[src/rtl/video_out_stage.sv]
// Output stage for the VGA DAC: registers the 5-6-5 pixel bus, delays and polarises the syncs, and monitors incoming timing.
// Latency: pixels 1 clock; syncs SYNC_DELAY+1 clocks; monitor outputs update 1 clock after the triggering sync edge.
// Backpressure: none; the block accepts one pixel per clock unconditionally.
module video_out_stage #(
    parameter int unsigned SYNC_DELAY  = 2,
    parameter bit          HSYNC_POL   = 1'b1,
    parameter bit          VSYNC_POL   = 1'b1,
    parameter logic [11:0] EXP_H_TOTAL = 12'd1689,
    parameter logic [11:0] EXP_V_TOTAL = 12'd1067
) (
    input  logic        pixel_clock,
    input  logic        reset,
    input  logic        hsync_in,
    input  logic        vsync_in,
    input  logic [4:0]  r_in,
    input  logic [5:0]  g_in,
    input  logic [4:0]  b_in,
    output logic        hsync_out,
    output logic        vsync_out,
    output logic [4:0]  r_out,
    output logic [5:0]  g_out,
    output logic [4:0]  b_out,
    output logic [11:0] h_total,
    output logic [11:0] v_total,
    output logic [15:0] frame_count,
    output logic        timing_lock
);

    localparam logic [11:0] CNT_MAX = 12'hFFF;

    logic [SYNC_DELAY:0] hs_sr_q, hs_sr_d;
    logic [SYNC_DELAY:0] vs_sr_q, vs_sr_d;
    logic [4:0]          r_q, r_d;
    logic [5:0]          g_q, g_d;
    logic [4:0]          b_q, b_d;
    logic                hsync_prev_q, hsync_prev_d;
    logic                vsync_prev_q, vsync_prev_d;
    logic [11:0]         h_cnt_q, h_cnt_d;
    logic [11:0]         v_cnt_q, v_cnt_d;
    logic [11:0]         h_total_q, h_total_d;
    logic [11:0]         v_total_q, v_total_d;
    logic [15:0]         frame_count_q, frame_count_d;
    logic                h_seen_q, h_seen_d;
    logic                v_seen_q, v_seen_d;
    logic                h_ok_frame_q, h_ok_frame_d;
    logic                lock_q, lock_d;

    logic                hrise;
    logic                vrise;
    logic                h_timeout;
    logic                h_mis;
    logic [11:0]         v_new;

    // Next-state for pixel/sync pipelines and the timing monitor.
    always_comb begin
        r_d           = r_in;
        g_d           = g_in;
        b_d           = b_in;
        hsync_prev_d  = hsync_in;
        vsync_prev_d  = vsync_in;
        hs_sr_d       = hs_sr_q;
        vs_sr_d       = vs_sr_q;
        h_cnt_d       = h_cnt_q;
        v_cnt_d       = v_cnt_q;
        h_total_d     = h_total_q;
        v_total_d     = v_total_q;
        frame_count_d = frame_count_q;
        h_seen_d      = h_seen_q;
        v_seen_d      = v_seen_q;
        h_ok_frame_d  = h_ok_frame_q;
        lock_d        = lock_q;

        // Sync delay line: stage 0 takes the input, stage SYNC_DELAY drives the pins.
        hs_sr_d[0] = hsync_in;
        vs_sr_d[0] = vsync_in;
        for (int i = 1; i <= int'(SYNC_DELAY); i++) begin
            hs_sr_d[i] = hs_sr_q[i-1];
            vs_sr_d[i] = vs_sr_q[i-1];
        end

        hrise     = hsync_in & ~hsync_prev_q;
        vrise     = vsync_in & ~vsync_prev_q;
        // A rising hsync on the saturation cycle is a real (if long) line, not a timeout.
        h_timeout = (h_cnt_q == CNT_MAX) & ~hrise;
        h_mis     = hrise & h_seen_q & (h_cnt_q != EXP_H_TOTAL);
        // An hrise coincident with vrise still closes the ending frame.
        v_new     = v_cnt_q + {11'd0, hrise};

        // Horizontal period measurement; first edge after reset/timeout only arms.
        if (hrise) begin
            if (h_seen_q) begin
                h_total_d = h_cnt_q;
            end
            h_seen_d = 1'b1;
            h_cnt_d  = 12'd1;
        end else begin
            if (h_cnt_q != CNT_MAX) begin
                h_cnt_d = h_cnt_q + 12'd1;
            end
            if (h_timeout) begin
                h_seen_d = 1'b0;
            end
        end

        // Vertical period measurement in lines, plus frame counter.
        if (vrise) begin
            if (v_seen_q) begin
                v_total_d = v_new;
            end
            v_cnt_d       = 12'd0;
            v_seen_d      = 1'b1;
            frame_count_d = frame_count_q + 16'd1;
        end else if (hrise && (v_cnt_q != CNT_MAX)) begin
            v_cnt_d = v_cnt_q + 12'd1;
        end

        // Lock: set at frame boundary if the whole frame was clean; a bad line or lost hsync wins.
        if (vrise) begin
            h_ok_frame_d = 1'b1;
        end
        if (vrise && v_seen_q) begin
            lock_d = h_ok_frame_q & (v_new == EXP_V_TOTAL) & ~h_mis;
        end
        if (h_mis || h_timeout) begin
            h_ok_frame_d = 1'b0;
            lock_d       = 1'b0;
        end
    end

    // State registers with synchronous reset.
    always_ff @(posedge pixel_clock) begin
        if (reset) begin
            hs_sr_q       <= '0;
            vs_sr_q       <= '0;
            r_q           <= '0;
            g_q           <= '0;
            b_q           <= '0;
            hsync_prev_q  <= 1'b0;
            vsync_prev_q  <= 1'b0;
            h_cnt_q       <= '0;
            v_cnt_q       <= '0;
            h_total_q     <= '0;
            v_total_q     <= '0;
            frame_count_q <= '0;
            h_seen_q      <= 1'b0;
            v_seen_q      <= 1'b0;
            h_ok_frame_q  <= 1'b0;
            lock_q        <= 1'b0;
        end else begin
            hs_sr_q       <= hs_sr_d;
            vs_sr_q       <= vs_sr_d;
            r_q           <= r_d;
            g_q           <= g_d;
            b_q           <= b_d;
            hsync_prev_q  <= hsync_prev_d;
            vsync_prev_q  <= vsync_prev_d;
            h_cnt_q       <= h_cnt_d;
            v_cnt_q       <= v_cnt_d;
            h_total_q     <= h_total_d;
            v_total_q     <= v_total_d;
            frame_count_q <= frame_count_d;
            h_seen_q      <= h_seen_d;
            v_seen_q      <= v_seen_d;
            h_ok_frame_q  <= h_ok_frame_d;
            lock_q        <= lock_d;
        end
    end

    assign hsync_out   = hs_sr_q[SYNC_DELAY] ~^ HSYNC_POL;
    assign vsync_out   = vs_sr_q[SYNC_DELAY] ~^ VSYNC_POL;
    assign r_out       = r_q;
    assign g_out       = g_q;
    assign b_out       = b_q;
    assign h_total     = h_total_q;
    assign v_total     = v_total_q;
    assign frame_count = frame_count_q;
    assign timing_lock = lock_q;

endmodule
[config.mk]
export PLATFORM = sky130hd
export DESIGN_NAME = video_out_stage
export DESIGN_NICKNAME = d
export VERILOG_FILES = /design/src/rtl/video_out_stage.sv
export SDC_FILE = /design/constraint.sdc
export NUM_CORES = 1
export LEC_CHECK = 0
export CAP_MARGIN = 20
export CORE_ASPECT_RATIO = 1.4
export CORE_MARGIN = 1.5
export CORE_UTILIZATION = 56
export CTS_BUF_LIST = sky130_fd_sc_hd__clkbuf_4
export CTS_CLUSTER_DIAMETER = 60
export DETAILED_ROUTE_END_ITERATION = 12
export PLACE_DENSITY = 0.87
export SLEW_MARGIN = 20
export SYNTH_ARGS = -nofsm -noshare
export SYNTH_HDL_FRONTEND = slang
export SYNTH_SLANG_ARGS = --single-unit
[constraint.sdc]
create_clock -name pixel_clock -period 4.4 [get_ports pixel_clock]
set_input_delay 0.88 -clock pixel_clock [delete_from_list [all_inputs] [get_ports pixel_clock]]
set_output_delay 0.88 -clock pixel_clock [all_outputs]
set_load 0.01 [all_outputs]
==> results of run 1 <==
-- cell usage in the layout (no fill, tap or decap), drive strengths merged, types with 9 or more instances in the layout --
master,instances
dfxtp,90
clkdlybuf4s50,77
nor2,54
nand2,42
nor2b,25
xor2,23
a21oi,23
xnor2,18
nand4,15
nor3,12
a211oi,10
nand3,9
clkbuf,9
-- layout make-up --
type / instances / area, µm² / share of cell area, %
flip-flops and latches: 90 / 1800 / 39.2
well taps: 72 / 90.1 / 1.96
repair buffers: 80 / 791 / 17.2
multi-input cells: 288 / 1740 / 37.9
clock buffers: 9 / 67.6 / 1.47
inverters: 4 / 15.0 / 0.327
clock inverters: 6 / 90.1 / 1.96
-- cells by family after synthesis --
kind of cell,Yosys count,synth area share (%)
xor gates and xnor gates,41,9.82
and+or+nand+nor,186,25.5
buffers and inverters,28,3.11
adders and majority gates,6,2.05
AOI/OAI and AO/OA,50,8.83
muxes,5,1.37
DFF,90,49.3
-- metrics by stage --
step,total power (µW),worst slack [ns]
2_1_floorplan,925,2.17
3_3_place_gp,983,1.49
3_5_place_dp,987,1.39
4_1_cts,1490,1.87
5_1_grt,1530,1.62
6_report,1480,1.83
-- worst max-delay path, stage by stage --
cell and delay (ns):
clkdlybuf4s50_1 0.52, nand2b_1 0.12, inv_2 0.15, ha_1 0.22, nand3_1 0.22, o21ai_0 0.28
o2111ai_1 0.17, nor4_2 0.25, o21a_1 0.13
-- how the worst min path moves through the flow --
stage	end	slack, ns	cells after the start
6_report	hs_sr_q[2]	0.45	1
3_5_place_dp	hs_sr_q[2]	0.42	1
4_1_cts	hs_sr_q[2]	0.45	1
5_1_grt	hs_sr_q[2]	0.47	1
2_1_floorplan	hs_sr_q[2]	0.41	1
3_3_place_gp	vs_sr_q[2]	0.42	1
-- flip-flops by register name (all words and copies together), names as in the netlist --
register and cells:
frame_count 16, v_seen_q 1, g_out 6, vs_sr_q 3
h_ok_frame_q 1, timing_lock 1, hs_sr_q 3, h_seen_q 1
h_cnt_q 12, h_total 12, r_out 5, b_out 5
v_cnt_q 12, v_total 12
-- metal layers --
metal / vias to the layer above / global-route usage (%) / wire length (µm)
met5: - / 0 / 0
met1: 1409 / 26.6 / 3050
li1: 1507 / - / -
met2: 85 / 42.1 / 4290
met4: 0 / 11.2 / 187
met3: 13 / 3.58 / 307
-- report_power, final --
| part | internal [µW] | total (µW) | switching (µW) |
|---|---|---|---|
| Combinational | 62.7 | 117 | 54.4 |
| Clock | 230 | 513 | 283 |
| Sequential | 838 | 851 | 13.5 |
| Total | 1130 | 1480 | 351 |
==> results.py, run 1 <==
metrics = {
    "route": {
        "vias": 3014,
        "drt_pass1_iterations": 4,
        "finalWirelength_mm": 7.84,
        "routedWlPerCell_um": 14.3,
        "drc": 0,
        "detail-route-antenna-nets": 0,
        "drtIter0Drc": 153,
        "avgViaCountPerCell": 5.49,
    },
    "cells_and_area": {
        "post-route-util_pct": 73.5,
        "area_growth_pct": 25.7,
        "drive_above_1_share_pct": 4.61,
        "nFillCells": 481,
        "antenna_cells": 0,
        "nets": 499,
        "fin_area_um2": 4600,
        "fin_cells": 549,
    },
    "run": {
        "cap_violations": 0,
    },
    "floorplan": {
        "initial_core_util_pct": 58.5,
        "coreArea_um2": 6250,
        "die_h_um": 98.6,
        "die_w_um": 71.3,
        "rows": 34,
        "die_area_um2": 7030,
        "pin_count": 79,
    },
    "synth": {
        "synth_top_area_share_pct": 49.3,
        "synth.most_common_cell": "dfxtp_1",
        "avgSynthCellArea_um2": 9.00,
        "syn-cell-area_um2": 3660,
        "ys_seq_area_share_pct": 49.3,
        "synth_fp_nets": 432,
        "synthArstFlopShare_pct": 0,
        "synth_edf_count": 0,
        "yosysWarnings": 0,
        "yosys_register_bits": 90,
        "netlist_top_cells_area": "dfxtp_1 49%, nor2_1 5.5%, xor2_1 5.5%, nand2_1 4.3%, xnor2_1 4.3%",
        "netlist.top_cell.by_area": "dfxtp_1",
        "syn_inst": 406,
        "synth_common_cells": "90 x dfxtp_1, 54 x nor2_1, 42 x nand2_1",
        "synth_cell_types": 44,
        "ys.flop_type": "dfxtp_1",
    },
    "clock_network": {
        "clk_path_buf_depth": 2,
        "post-cts-setup-buffers": 0,
        "cts.clk_slew.worst_paths_ns": 0.13,
        "postCtsResizedCells": 0,
        "cts_max_level": 3,
        "cts_tree": "built",
        "cts.sinks": 90,
        "holdBufCountCts": 0,
        "numCtsBuffers": 9,
        "clkLatencyLatePin_ns": 0.45,
        "cts-root-buf": "clkbuf_4",
    },
    "place": {
        "hpwl_mm": 5.50,
        "port_buffers": 78,
        "dpl.cell_count": 534,
        "placed_area_um2": 4440,
        "place_congestion": 0.884,
    },
    "timing": {
        "maxSlewViolCount": 0,
        "max_slew.worst_pin.slew_ns": 0.851,
        "min_period_ns": 2.57,
        "finalCritPeriodShare_pct": 58.3,
        "skew_ns": 0.0158,
        "relSlewSlack_pct": 43.2,
        "fin_setup_tns_ns": 0,
        "final-hold-violation-count": 0,
        "rsz0062_at_grt": "false",
        "whs_ns": 0.451,
        "max_freq_mhz": 390,
        "setup-violations-final": 0,
    },
    "critical_path": {
        "timing.rr.end": "h_cnt_q[3]",
        "rrSetupSlack_ns": 2.24,
        "worst-path-max-fanout": 9,
        "endpoint": "timing_lock",
        "path_class": "input port to flop",
        "worstSetupStartpoint": "hsync_in",
        "cp_data_arrival_time_ns": 2.96,
        "critical_path.endpoint_type": "flop",
        "r2r_start": "h_cnt_q[0]",
        "reg2reg_depth": 6,
        "cp.required_ns": 4.80,
        "cp-start-kind": "input port",
    },
    "pwr": {
        "power.density_nw_per_um2": 322,
        "leakage_uw": 0.00158,
        "max-vdd-ir-drop_uv": 242,
    },
    "global_routing": {
        "first_global_vias": 2932,
        "antenna_found_initial": 0,
        "track_usage_pct": 23.4,
        "grt_max_degree": 42,
        "grt_pass1_wl_mm": 13.3,
        "grt.overflow.total": 0,
    },
    "hold_path": {
        "hp-start": "hs_sr_q[1]",
        "hold_class": "flop to flop",
    },
    "run_status": {
        "status": "finished, final reports clean",
    },
}
(Power assumes the default switching activity.)
==> inputs of run 2 (changes only) <==
--- a/config.mk
+++ b/config.mk
@@ -8,11 +8,11 @@
 export CAP_MARGIN = 20
 export CORE_ASPECT_RATIO = 1.4
 export CORE_MARGIN = 1.5
-export CORE_UTILIZATION = 56
+export CORE_UTILIZATION = 52
 export CTS_BUF_LIST = sky130_fd_sc_hd__clkbuf_4
 export CTS_CLUSTER_DIAMETER = 60
 export DETAILED_ROUTE_END_ITERATION = 12
-export PLACE_DENSITY = 0.87
+export PLACE_DENSITY = 0.82
 export SLEW_MARGIN = 20
 export SYNTH_ARGS = -nofsm -noshare
 export SYNTH_HDL_FRONTEND = slang
==> constraint.sdc (replaced) <==
create_clock -name pixel_clock -period 2.62 [get_ports pixel_clock]
set_input_delay 0.524 -clock pixel_clock [delete_from_list [all_inputs] [get_ports pixel_clock]]
set_output_delay 0.524 -clock pixel_clock [all_outputs]
set_load 0.01 [all_outputs]
==> results.py, run 2 (synthesized netlist as in run 1, its figures left out) <==
metrics = {
    "run_status": {
        "status": "finished, final reports clean",
    },
    "clock_network": {
        "cts_tree": "built",
        "numCtsBuffers": 9,
        "cts.sinks": 90,
        "clk_path_buf_depth": 2,
        "clkLatencyLatePin_ns": 0.44,
        "cts-root-buf": "clkbuf_4",
        "holdBufCountCts": 0,
        "cts.clk_slew.worst_paths_ns": 0.14,
        "cts_max_level": 3,
        "postCtsResizedCells": 0,
        "post-cts-setup-buffers": 0,
    },
    "pwr": {
        "p_total_uw": 2390,
        "power.density_nw_per_um2": 515,
        "leakage_uw": 0.00160,
        "max-vdd-ir-drop_uv": 327,
    },
    "critical_path": {
        "worstSetupStartpoint": "hsync_in",
        "cp_data_arrival_time_ns": 2.54,
        "cpPeakStageDelay_ns": 0.49,
        "critical_path.endpoint_type": "flop",
        "rrSetupSlack_ns": 0.53,
        "cp.required_ns": 3.02,
        "crit_chain": "clkdlybuf4s50_1 > nand2b_1 > inv_2 > ha_1 > nand3_1 > buf_4 > o2bb2ai_1 > nand4_1 > nor4_2 > o21a_1",
        "path_class": "input port to flop",
        "reg2reg_depth": 6,
        "endpoint": "timing_lock",
        "cp-start-kind": "input port",
        "cp_slowest_cell": "clkdlybuf4s50_1",
        "timing.rr.end": "h_cnt_q[3]",
        "worst-path-max-fanout": 9,
        "r2r_start": "h_cnt_q[0]",
    },
    "place": {
        "placed_area_um2": 4500,
        "port_buffers": 78,
        "place_congestion": 0.935,
        "hpwl_mm": 5.67,
    },
    "timing": {
        "skew_ns": 0.0105,
        "finalCritPeriodShare_pct": 81.8,
        "max_slew.worst_pin.slew_ns": 0.644,
        "setup-violations-final": 0,
        "rsz0062_at_grt": "false",
        "final-hold-violation-count": 0,
        "min_period_ns": 2.14,
        "maxSlewViolCount": 0,
        "whs_ns": 0.348,
        "relSlewSlack_pct": 57.0,
        "max_freq_mhz": 466,
        "fin_setup_tns_ns": 0,
    },
    "global_routing": {
        "grt_pass1_wl_mm": 12.8,
        "antenna_found_initial": 0,
        "first_global_vias": 2829,
        "grt.overflow.total": 0,
        "track_usage_pct": 21.8,
        "grt_max_degree": 62,
    },
    "run": {
        "cap_violations": 0,
    },
    "cells_and_area": {
        "fin_area_um2": 4640,
        "largest_reg_flops": 16,
        "final_common_cell": "dfxtp_1",
        "area_growth_pct": 26.9,
        "drive_above_1_share_pct": 5.38,
        "mostFrequentLayoutCells": "90 x dfxtp_1, 77 x clkdlybuf4s50_1, 54 x nor2_1",
        "nets": 504,
        "antenna_cells": 0,
    },
    "floorplan": {
        "rows": 36,
        "coreArea_um2": 6890,
        "initial_core_util_pct": 53.1,
        "pin_count": 79,
        "die_w_um": 73.9,
        "die_h_um": 102,
        "die_area_um2": 7550,
    },
    "route": {
        "drt_pass1_iterations": 4,
        "finalWirelength_mm": 7.98,
        "drtIter0Drc": 139,
        "drc": 0,
        "detail-route-antenna-nets": 0,
        "vias": 3080,
        "routedWlPerCell_um": 13.8,
        "avgViaCountPerCell": 5.33,
    },
    "hold_path": {
        "hold_class": "input port to flop",
    },
}
==> run 2: where the power goes <==
group | internal, µW | total, µW | switching [µW] | leakage (µW)
Combinational | 108 | 201 | 93.5 | 0.000791
Sequential | 1410 | 1430 | 22.6 | 0.000733
Clock | 289 | 761 | 473 | 0.0000730
==> run 2: how the worst min path moves through the flow <==
stage | start | end | slack, ns | cells after the start
detailed placement | vs_sr_q[1] | vs_sr_q[2] | 0.43 | 1
CTS | reset | h_seen_q | 0.33 | 2
global placement | vs_sr_q[1] | vs_sr_q[2] | 0.42 | 1
global route | reset | h_cnt_q[0] | 0.34 | 2
finish | reset | h_seen_q | 0.35 | 2
floorplan | hs_sr_q[1] | hs_sr_q[2] | 0.41 | 1
==> run 2: final cells by class <==
type,count,area (µm²)
Fill cell,574,2250
Sequential cell,90,1800
Multi-Input combinational cell,288,1740
Timing Repair Buffer,85,828
Tap cell,95,119
Clock buffer,9,67.6
Clock inverter,7,67.6
Inverter,4,15.0
==> run 2: per-layer routing <==
metal  vias to the layer above  part of all wire [%]  track usage (%)  wire length, µm
li1                       1517                     -                -                -
met1                      1447                    41             24.6             3230
met2                       103                    53             39.0             4240
met3                        13                   4.8             5.52              384
met4                         0                   1.6             7.83              124
met5                         -                     0                0                0
==> run 2: per-stage QoR <==
stage	setup WS, ns	utilization [%]	cells
3_3_place_gp	0.153	65.4	562
2_1_floorplan	0.744	-	406
3_5_place_dp	0.0732	65.4	562
5_1_grt	0.245	67.3	578
6_report	0.476	67.3	578
4_1_cts	0.532	67.3	578
==> run 2: worst max-delay path: cells and delay by family <==
kind                     cells  cell delay, ns
AO/OA/AOI/OAI                2            0.30
adder cells (fa/ha/maj)      1            0.23
buffers and inverters        3            0.84
AND/OR/NAND/NOR              4            0.63
==> inputs of run 3 (changes only) <==
--- a/config.mk
+++ b/config.mk
@@ -8,11 +8,11 @@
 export CAP_MARGIN = 20
 export CORE_ASPECT_RATIO = 1.4
 export CORE_MARGIN = 1.5
-export CORE_UTILIZATION = 52
+export CORE_UTILIZATION = 47
 export CTS_BUF_LIST = sky130_fd_sc_hd__clkbuf_4
 export CTS_CLUSTER_DIAMETER = 60
 export DETAILED_ROUTE_END_ITERATION = 12
-export PLACE_DENSITY = 0.82
+export PLACE_DENSITY = 0.78
 export SLEW_MARGIN = 20
 export SYNTH_ARGS = -nofsm -noshare
 export SYNTH_HDL_FRONTEND = slang
==> constraint.sdc (replaced) <==
create_clock -name pixel_clock -period 1.75 [get_ports pixel_clock]
set_input_delay 0.35 -clock pixel_clock [delete_from_list [all_inputs] [get_ports pixel_clock]]
set_output_delay 0.35 -clock pixel_clock [all_outputs]
set_load 0.01 [all_outputs]
==> results.py, run 3 (synthesized netlist as in run 1, its figures left out) <==
metrics = {
    "run_status": {
        "status": "finished, final reports clean",
    },
    "clock_network": {
        "numCtsBuffers": 9,
        "clk_path_buf_depth": 2,
        "cts.sinks": 90,
        "cts.clk_slew.worst_paths_ns": 0.13,
        "clkLatencyLatePin_ns": 0.44,
        "cts_tree": "built",
        "cts-root-buf": "clkbuf_4",
        "cts_max_level": 3,
        "holdBufCountCts": 0,
    },
    "global_routing": {
        "grt_pass1_wl_mm": 13.8,
        "track_usage_pct": 20.9,
        "first_global_vias": 3090,
        "grt.overflow.total": 0,
        "antenna_found_initial": 0,
        "grt_max_degree": 49,
    },
    "floorplan": {
        "coreArea_um2": 7450,
        "initial_core_util_pct": 49.1,
        "die_h_um": 107,
        "rows": 37,
        "pin_count": 79,
        "die_w_um": 77.5,
        "die_area_um2": 8320,
    },
    "place": {
        "port_buffers": 78,
        "placed_area_um2": 4880,
        "place_congestion": 0.964,
        "hpwl_mm": 6.23,
    },
    "timing": {
        "rsz0062_at_grt": "true",
        "finalCritPeriodShare_pct": 99.5,
        "setup-violations-final": 0,
        "skew_ns": 0.0108,
        "maxSlewViolCount": 0,
        "max_slew.worst_pin.slew_ns": 0.481,
        "relSlewSlack_pct": 67.9,
        "final-hold-violation-count": 0,
        "max_freq_mhz": 574,
        "whs_ns": 0.389,
        "min_period_ns": 1.74,
    },
    "cells_and_area": {
        "area_growth_pct": 41.6,
        "nets": 557,
        "nFillCells": 585,
        "antenna_cells": 0,
        "mostFrequentLayoutCells": "73 x dfxtp_1, 61 x clkdlybuf4s50_1, 58 x buf_4",
        "fin_area_um2": 5180,
        "seq_area_um2": 1830,
        "multiInputGateArea_um2": 1840,
        "final_common_cell": "dfxtp_1",
        "largest_reg_flops": 16,
        "drive_above_1_share_pct": 20.5,
    },
    "hold_path": {
        "hold_class": "input port to flop",
        "holdPathEnd": "h_cnt_q[0]",
        "hp-start": "reset",
        "whs_path_depth": 3,
    },
    "critical_path": {
        "cp_data_arrival_time_ns": 2.06,
        "path_class": "flop to flop",
        "critical_path.endpoint_type": "flop",
        "worst-path-max-fanout": 5,
        "cp-start-kind": "flop",
        "cp.required_ns": 2.07,
        "r2r_start": "v_cnt_q[7]",
        "reg2reg_depth": 6,
        "rrSetupSlack_ns": 0.009,
        "timing.rr.end": "v_cnt_q[4]",
    },
    "pwr": {
        "power.density_nw_per_um2": 676,
        "max-vdd-ir-drop_uv": 603,
        "leakage_uw": 0.00211,
    },
    "route": {
        "finalWirelength_mm": 8.84,
        "detail-route-antenna-nets": 0,
        "avgViaCountPerCell": 5.22,
        "routedWlPerCell_um": 14.0,
        "drt_pass1_iterations": 4,
        "drc": 0,
        "vias": 3306,
        "drtIter0Drc": 128,
    },
    "run": {
        "cap_violations": 0,
    },
}
## run 3: worst max-delay path by stage
| stage | slack [ns] | to | start | cells past startpoint |
|---|---|---|---|---|
| 2_1_floorplan | 0.01 | h_ok_frame_q | h_cnt_q[1] | 7 |
| 3_3_place_gp | -0.45 | timing_lock | hsync_in | 9 |
| 3_5_place_dp | -0.50 | timing_lock | hsync_in | 9 |
| 4_1_cts | -0.008 | timing_lock | hs_sr_q[0] | 8 |
| 5_1_grt | -0.06 | v_cnt_q[2] | v_cnt_q[0] | 6 |
| 6_report | 0.009 | v_cnt_q[4] | v_cnt_q[7] | 6 |
## run 3: worst max-delay path, stage by stage (launching register included)
cell and delay [ns]:
dfxtp_1 0.41, nand4_1 0.27, buf_4 0.26, o211ai_1 0.28
buf_4 0.19, xor2_1 0.15, nor2_1 0.06
## run 3: stage by stage
stage / power (µW) / instances / setup slack [ns] / setup TNS [ns] / utilization, %
floorplan: 2330 / 406 / 0.0113 / 0 / -
global placement: 2510 / 612 / -0.451 / -7.23 / 65.5
detailed placement: 2520 / 612 / -0.501 / -8.45 / 65.5
CTS: 3520 / 628 / -0.00779 / -0.00779 / 67.7
global route: 3650 / 633 / -0.0591 / -0.202 / 69.5
finish: 3500 / 633 / 0.00867 / 0 / 69.5
## run 3: layout make-up
class / count / share of cell area, %
tap: 97 / 2.34
clock inverter: 6 / 0.821
multi-input combinational: 289 / 35.6
timing repair buffer: 137 / 24.2
inverter: 4 / 0.290
sequential: 90 / 35.3
clock buffer: 10 / 1.45
## run 3: timing repair
item,CTS,global route
setup buffers,0,4
pin swaps,2,7
resized for setup,22,30
endpoints found under the setup margin,19,31
cloned,0,1
## run 3: where the power goes
part           switching (µW)  internal (µW)  total (µW)
registers                26.5           2100        2130
logic                     160            192         351
clock network             704            314        1020
## run 3: layer usage
metal / wire (µm) / global-route usage (%) / up-vias / part of all wire [%]
met4: 272 / 11.0 / 0 / 3.1
li1: - / - / 1626 / -
met3: 323 / 4.32 / 21 / 3.7
met1: 3560 / 22.8 / 1576 / 40
met2: 4680 / 37.8 / 83 / 53
met5: 0 / 0 / - / 0
